<file path="src/rtl/fp_add_arbiter.sv">
// Round-robin arbiter sharing one fully pipelined FP adder among NUM_REQ requesters.
// A {valid, index} tag shadows the adder pipeline so each result is routed back to its owner.
module fp_add_arbiter #(
  parameter int NUM_REQ = 4,
  parameter int LATENCY = 7
) (
  input  logic                   clock,
  input  logic                   reset,
  input  logic [NUM_REQ-1:0]     req,
  input  logic [NUM_REQ-1:0]     add_sub_in,
  input  logic [32*NUM_REQ-1:0]  dataa_in,
  input  logic [32*NUM_REQ-1:0]  datab_in,
  output logic [NUM_REQ-1:0]     grant,
  output logic [NUM_REQ-1:0]     done,
  output logic [31:0]            result,
  output logic                   fp_clk_en,
  output logic                   fp_add_sub,
  output logic [31:0]            fp_dataa,
  output logic [31:0]            fp_datab,
  input  logic [31:0]            fp_result
);

  localparam int IDX_W = (NUM_REQ > 1) ? $clog2(NUM_REQ) : 1;

  logic [IDX_W-1:0] ptr_q, ptr_d;
  logic             vld_q [LATENCY];
  logic             vld_d [LATENCY];
  logic [IDX_W-1:0] idx_q [LATENCY];
  logic [IDX_W-1:0] idx_d [LATENCY];

  logic             found;
  logic [IDX_W-1:0] gnt_idx;
  logic [IDX_W:0]   scan;

  // Scan ptr, ptr+1, ... with wrap; scan is one bit wider so the sum never overflows.
  always_comb begin
    found   = 1'b0;
    gnt_idx = '0;
    scan    = '0;
    for (int k = 0; k < NUM_REQ; k++) begin
      scan = {1'b0, ptr_q} + (IDX_W+1)'(k);
      if (scan >= (IDX_W+1)'(NUM_REQ)) scan = scan - (IDX_W+1)'(NUM_REQ);
      if (!found && req[scan[IDX_W-1:0]]) begin
        found   = 1'b1;
        gnt_idx = scan[IDX_W-1:0];
      end
    end
    if (reset) found = 1'b0;
  end

  always_comb begin
    grant      = '0;
    fp_add_sub = 1'b0;
    fp_dataa   = '0;
    fp_datab   = '0;
    for (int i = 0; i < NUM_REQ; i++) begin
      if (found && gnt_idx == IDX_W'(i)) begin
        grant[i]   = 1'b1;
        fp_add_sub = add_sub_in[i];
        fp_dataa   = dataa_in[32*i +: 32];
        fp_datab   = datab_in[32*i +: 32];
      end
    end
  end

  always_comb begin
    ptr_d = ptr_q;
    if (found) ptr_d = (gnt_idx == IDX_W'(NUM_REQ-1)) ? '0 : gnt_idx + IDX_W'(1);
    vld_d[0] = found;
    idx_d[0] = gnt_idx;
    for (int j = 1; j < LATENCY; j++) begin
      vld_d[j] = vld_q[j-1];
      idx_d[j] = idx_q[j-1];
    end
  end

  always_ff @(posedge clock) begin
    if (reset) begin
      ptr_q <= '0;
      for (int j = 0; j < LATENCY; j++) begin
        vld_q[j] <= 1'b0;
        idx_q[j] <= '0;
      end
    end else begin
      ptr_q <= ptr_d;
      for (int j = 0; j < LATENCY; j++) begin
        vld_q[j] <= vld_d[j];
        idx_q[j] <= idx_d[j];
      end
    end
  end

  // Tags already in flight are only cleared at the reset edge, so mask done meanwhile.
  always_comb begin
    done = '0;
    for (int i = 0; i < NUM_REQ; i++)
      done[i] = !reset && vld_q[LATENCY-1] && (idx_q[LATENCY-1] == IDX_W'(i));
  end

  assign result    = fp_result;
  assign fp_clk_en = ~reset;

endmodule

</file>
<file path="config.mk">
export PLATFORM = sky130hd
export DESIGN_NAME = fp_add_arbiter
export DESIGN_NICKNAME = d
export VERILOG_FILES = /design/src/rtl/fp_add_arbiter.sv
export SDC_FILE = /design/constraint.sdc
export NUM_CORES = 1
export LEC_CHECK = 0
export CELL_PAD_IN_SITES_DETAIL_PLACEMENT = 0
export CELL_PAD_IN_SITES_GLOBAL_PLACEMENT = 2
export CORE_AREA = 2 2 173 175
export DETAILED_ROUTE_END_ITERATION = 12
export DIE_AREA = 0 0 175 177
export PLACE_DENSITY_LB_ADDON = 0.1
export SLEW_MARGIN = 10
export SYNTH_ARGS = -nofsm -noshare
export SYNTH_HDL_FRONTEND = slang
export SYNTH_SLANG_ARGS = --single-unit
</file>
<file path="constraint.sdc">
create_clock -name clock -period 10 [get_ports clock]
set_input_delay 2.5 -clock clock [delete_from_list [all_inputs] [get_ports clock]]
set_output_delay 2.5 -clock clock [all_outputs]
set_load 0.02 [all_outputs]
</file>
---- Word-level counts from Yosys, hierarchy flattened ----
Memory sizes are Yosys's and may differ from the RTL's.
Index checks and enable logic that the tools add are counted.
operators by class
  add/sub/neg operators ................... 8
  multiplexer cells ....................... 55
  equality and inequality tests ........... 6
  reduce and logical (&&, ||, !) cells .... 18
  order comparisons ....................... 8
  bitwise gates (word level) .............. 15
operator list
  cell                                                               count
  two-way mux 32 bit                                                 8
  two-way mux 2 bit                                                  16
  two-way mux 1 bit                                                  27
  bitwise OR 1 bit                                                   14
  logical AND 1 bit                                                  12
  < comparator 2 x 3 -> 1 bit, second input constant                 4
  greater-or-equal comparator 3 bit, second input constant           3
  binary-select mux 1 bit (select 2 bit)                             4
  == test 2 bit, second input constant                               4
  subtractor 2 x 1 -> 2 bit, second input constant                   4
  adder 2 x 2 -> 3 bit, second input constant                        2
  == test 2 x 1 -> 1 bit, second input constant                      2
  zero test 1 bit                                                    4
  zero test 2 bit                                                    2
  adder 2 x 1 -> 3 bit, second input constant                        1
  greater-or-equal comparator 2 x 3 -> 1 bit, second input constant  1
  adder 2 x 1 -> 2 bit, second input constant                        1
  inverter 1 bit                                                     1
storage, ports and cells
  register bits after elaboration ......... 2
  word-level logic and storage cells ...... 113
  RAM bits ................................ 21
  memories kept ........................... 2
  input bits .............................. 298
memories
  memory  depth  width  rd ports  clocked after Yosys merged registers in  wr ports  line  RTL
  idx_q   7      2      7         0                                        7         28    logic [IDX_W-1:0] idx_q [LATENCY];
  vld_q   7      1      7         0                                        7         26    logic vld_q [LATENCY];

---- Logic depth before layout (Yosys ltp) ----
  depth in word-level cells ............... 20
  gate-level depth with buffers ........... 11

---- Worst setup path before layout ----
Ideal clock, no wire load.
  kind .................................... input to output
  from .................................... in req[2]
  to ...................................... out fp_dataa[0]
  path slack .............................. 3.097 ns
  arrival time ............................ 4.403 ns
  data required time ...................... 7.500 ns
  stages on the path ...................... 9
  cell sequence ........................... mux2i_1 nor2_1 or3_1 ha_1 buf_2 buf_4 buf_2 a221o_1 a21oi_1
between the ends
  longest elaborated chain between the ends .. 18
  elaborated cells on any way between the ends .. 35
  classes of those cells .................. eq/ne (3); mux (21); reduce/logical (11)
ends and longest elaborated chain
  element                                                        line    RTL
  from (decl)                                                    9       input logic [NUM_REQ-1:0] req,
  binary-select mux 1 bit (select 2 bit)                         43      if (!found && req[scan[IDX_W-1:0]]) begin
  two-way mux 1 bit (not written as such)                        43
  two-way mux 1 bit                                              43
  zero test 1 bit                                                43
  logical AND 1 bit                                              43
  two-way mux 1 bit                                              43
  zero test 1 bit                                                43
  logical AND 1 bit                                              43
  two-way mux 1 bit                                              43
  zero test 1 bit                                                43
  logical AND 1 bit                                              43
  two-way mux 1 bit / two-way mux 2 bit (equally long branches)  43
  two-way mux 1 bit / zero test 2 bit (equally long branches)    48, 57
  logical AND 1 bit                                              57      if (found && gnt_idx == IDX_W'(i)) begin
  two-way mux 32 bit (3 in a row)                                57
  two-way mux 32 bit *                                           57
  to (decl)                                                      18      output logic [31:0] fp_dataa,
Every way passes the cells marked *; elsewhere a longest branch is shown, timed or not. The select of a mux whose other input is x is not followed.

---- Worst setup path after layout ----
  from .................................... in req[0]
  to ...................................... out fp_dataa[21]
between the ends
  longest elaborated chain between the ends .. 18
  elaborated cells on any way between the ends .. 35
  classes of those cells .................. eq/ne (3); mux (21); reduce/logical (11)
ends and longest elaborated chain
  element                                  line  RTL
  binary-select mux 1 bit (select 2 bit)   43
  two-way mux 1 bit (not written as such)  43
  two-way mux 1 bit                        43
  zero test 1 bit                          43
  logical AND 1 bit                        43
  two-way mux 1 bit                        43
  zero test 1 bit                          43
  logical AND 1 bit                        43
  two-way mux 1 bit                        43
  zero test 1 bit                          43
  logical AND 1 bit                        43
  two-way mux 2 bit *                      43
  named net gnt_idx[0]                     32    logic [IDX_W-1:0] gnt_idx;
  zero test 2 bit                          57
  logical AND 1 bit                        57
  two-way mux 32 bit (3 in a row)          57
  two-way mux 32 bit *                     57
The timed path passes the listed nets; every way through them passes the cells marked *. The select of a mux whose other input is x is not followed.

==> impl_metrics.csv <==
group,metric,value,unit
synthesis,synth-adder-area-share,0.01340,
worst_setup_path,end_kind,"output port",
hold_path,hp-class,"reg2reg",
floorplanning,fp-row-count,63,
worst_setup_path,start_kind,"primary input",
floorplanning,initial_utilization,0.1277,
worst_setup_path,critPathMaxFanout,75,
timing,layout_min_cycle_time,8.618,ns
clock_tree,cts_tree,"built",
detailed_routing,wl_per_cell,16.62,um
synthesis,synth_simple_gate_area_frac,0.2604,
worst_setup_path,cpMaxStageDelayCell,"ha_4",
finish,multi_input_area,2446,um2
hold_path,min_from,"vld_q[5]",
synthesis,synth-edff-count,0,
synthesis,synth_seq_cells,23,
worst_setup_path,slowest_delay,0.70,ns
finish,nNetsFinal,1123,
finish,layout-drive-gt1-share,0.02317,
hold_path,min_to,"vld_q[6]",
floorplanning,die_w,175,um
synthesis,synth.area.top_cells,"a21oi_1, a221o_1, nand3b_1",
synthesis,synth_common_cells,"a21oi_1, inv_1, nand2_1",
hold_path,whs_path_depth,1,
worst_setup_path,cp.depth,10,
worst_setup_path,worstPathCellList,"clkdlybuf4s50_1 > mux2i_1 > nor2_1 > nor3_1 > ha_4 > buf_12 > a21oi_1 > a221o_1 > a21oi_1 > clkdlybuf4s50_1",
global_route,grt-ovfl-total,0,
synthesis,synthCells,562,
synthesis,yosys.cell_count.top_type,"a21oi_1",
synthesis,synth_flop_cell,"dfxtp_1",
worst_setup_path,worstPathArrival,6.12,ns
timing,drv_slew,0,
detailed_routing,first_pass_iters,4,
finish,area_growth,93.47,%
synthesis,syn_area_per_cell,6.643,um2
placement,globalplace.congestion,0.8480,
synthesis,synth_area_leader_cell,"a21oi_1",
synthesis,syn-num-nets,864,
timing,worstMarginPinSlew,1.054,ns
detailed_routing,routed_wl,20130,um
synthesis,synth_top_family_by_area,"compound AO/OA/AOI/OAI gates",
clock_tree,htree_levels,1,
detailed_routing,vias,5057,
clock_tree,path_clk_slew,0.06,ns
clock_tree,clk_latency,0.25,ns
timing,final.setup.tns,0,ns
job,drv_cap,0,
clock_tree,cts_inserted_buffers,3,
floorplanning,die_area,30980,um2
pwr,power.leakage,2.596,nW
worst_setup_path,critical_path_required,7.50,ns
clock_tree,ctsHoldBuffers,0,
worst_setup_path,r2r_start,"ptr_q[1]",
clock_tree,clockRootBuffer,"clkbuf_16",
global_route,grt_pass1_wl,29350,um
timing,fmax,0.1160,GHz
pwr,ir_worst_vdd,0.00005465,V
synthesis,ys_warn_count,0,
detailed_routing,drt-initial-drc-count,280,
global_route,grt_antenna_before_repair,1,
worst_setup_path,path_buf_inv,3,
clock_tree,clockBufferDepth,2,
synthesis,synthArstFlopShare,0,
detailed_routing,drc,0,
worst_setup_path,critPathLaunch,"req[0]",
timing,setup_viol,0,
synthesis,synth_cell_types,30,
timing,rsz0062_at_grt,"no",
floorplanning,fp.coreArea,29240,um2
outcome,status,"complete, no violations",
detailed_routing,drtAntennaViolNets,0,
finish,seqCellArea,460.4,um2
detailed_routing,viasPerCell,4.176,
clock_tree,cts_sinks,23,
synthesis,synth_compound_area_frac,0.3653,
global_route,grtUsageTotal,0.1195,
synthesis,synth_top_area_frac,0.1796,
floorplanning,num_io_pins,404,
synthesis,synth.cell_area,3734,um2
worst_setup_path,rr_endpoint,"ptr_q[1]",
global_route,grt_start_max_net_pins,93,
worst_setup_path,reg2reg_depth,6,
timing,fin_skew,0.002369,ns
timing,timing.slew.headroom,0.2974,
finish,final_core_util,0.2470,
floorplanning,dieHeight,177,um
worst_setup_path,timing.reg2reg.setup_slack,8.07,ns
placement,hpwl,15290,um
clock_tree,cts_setup_buffers,0,
clock_tree,ctsResizeCount,0,
finish,fillers,3185,
placement,portBuffers,339,
worst_setup_path,critical-path-top-delay-family,"buffers and inverters",
synthesis,yosysSeqAreaShare,0.1233,
global_route,grt_pass1_vias,5048,
worst_setup_path,worst-setup-path-type,"in2out",
pwr,power_density,111.8,nW/um2
synthesis,synthMuxAreaShare,0.005362,
synthesis,synthXorXnorAreaFrac,0,
timing,hold_viol_final,0,
timing,finalCritPeriodShare,0.8618,
## state kept, by name, summed over array words and instances, names as in the netlist
name	count
idx_q	14
ptr_q	2
vld_q	7
## how the worst max path moves through the flow
stage              endpoint  slack, ns
3_5_place_dp   fp_dataa[24]       1.27
6_report       fp_dataa[21]       1.38
2_1_floorplan   fp_dataa[0]       3.10
4_1_cts        fp_dataa[24]       1.27
5_1_grt         fp_dataa[6]       1.03
3_3_place_gp   fp_dataa[28]       1.29
## routing by layer
layer / global-route usage / vias up / routed length, um
li1: - / 2458 / -
met4: 0.03368 / 0 / 498
met2: 0.2316 / 242 / 10500
met1: 0.1272 / 2327 / 7372
met5: 0 / - / 0
met3: 0.02985 / 30 / 1760
## final cells by class
type | instances | area share
antenna | 1 | 0.0003464
inverter | 68 | 0.03534
timing repair buffer | 347 | 0.4833
multi-input combinational | 378 | 0.3386
clock buffer | 3 | 0.01039
sequential | 23 | 0.06375
clock inverter | 1 | 0.0006929
tap | 390 | 0.06756
## worst reg2reg max path, stage by stage (launching register included)
cell and delay [ns]:
dfxtp_1 0.49, mux2i_1 0.23, nor2_1 0.09, nor3_1 0.54
ha_4 0.30, mux2i_1 0.13, nor2_1 0.05
## stage by stage
step,total power (W),hold WS [ns],instance area (um2),std cells,setup WS [ns]
detailed placement,0.0007323,0.4220,7141,1206,1.272
CTS,0.0008216,0.4364,7221,1210,1.274
global route,0.0008708,0.4520,7223,1211,1.032
global placement,0.0007318,0.4163,7141,1206,1.293
finish,0.0008077,0.4331,7223,1211,1.382
floorplan,0.0004764,0.4138,3734,562,3.097
## cell families after synthesis
logic type | after synthesis
adders and majority gates | 4
and+or+nand+nor | 168
DFF | 23
buffers and inverters | 161
AOI/OAI and AO/OA | 204
muxes | 2
## cell usage in the layout (no fill, tap or decap), types with 2 or more instances in the layout
master and n:
a21oi_1 134, clkdlybuf4s50_1 339, mux2i_1 2, nor2_1 4, a221o_1 65, inv_1 68
nand3b_1 65, nand2_1 67, ha_4 3, buf_12 3, clkbuf_16 3, nor2b_1 19
dfxtp_1 23, and2_1 4, buf_4 5
## where the power goes
| part | switching, W | total, W | internal, W | leakage [nW] |
|---|---|---|---|---|
| Clock | 0.0000314 | 0.0000851 | 0.0000537 | 0.0409 |
| Combinational | 0.000302 | 0.000624 | 0.000322 | 2.37 |
| Sequential | 0.00000279 | 0.0000988 | 0.0000960 | 0.188 |
Note: power is estimated with default switching activity, not from simulation.
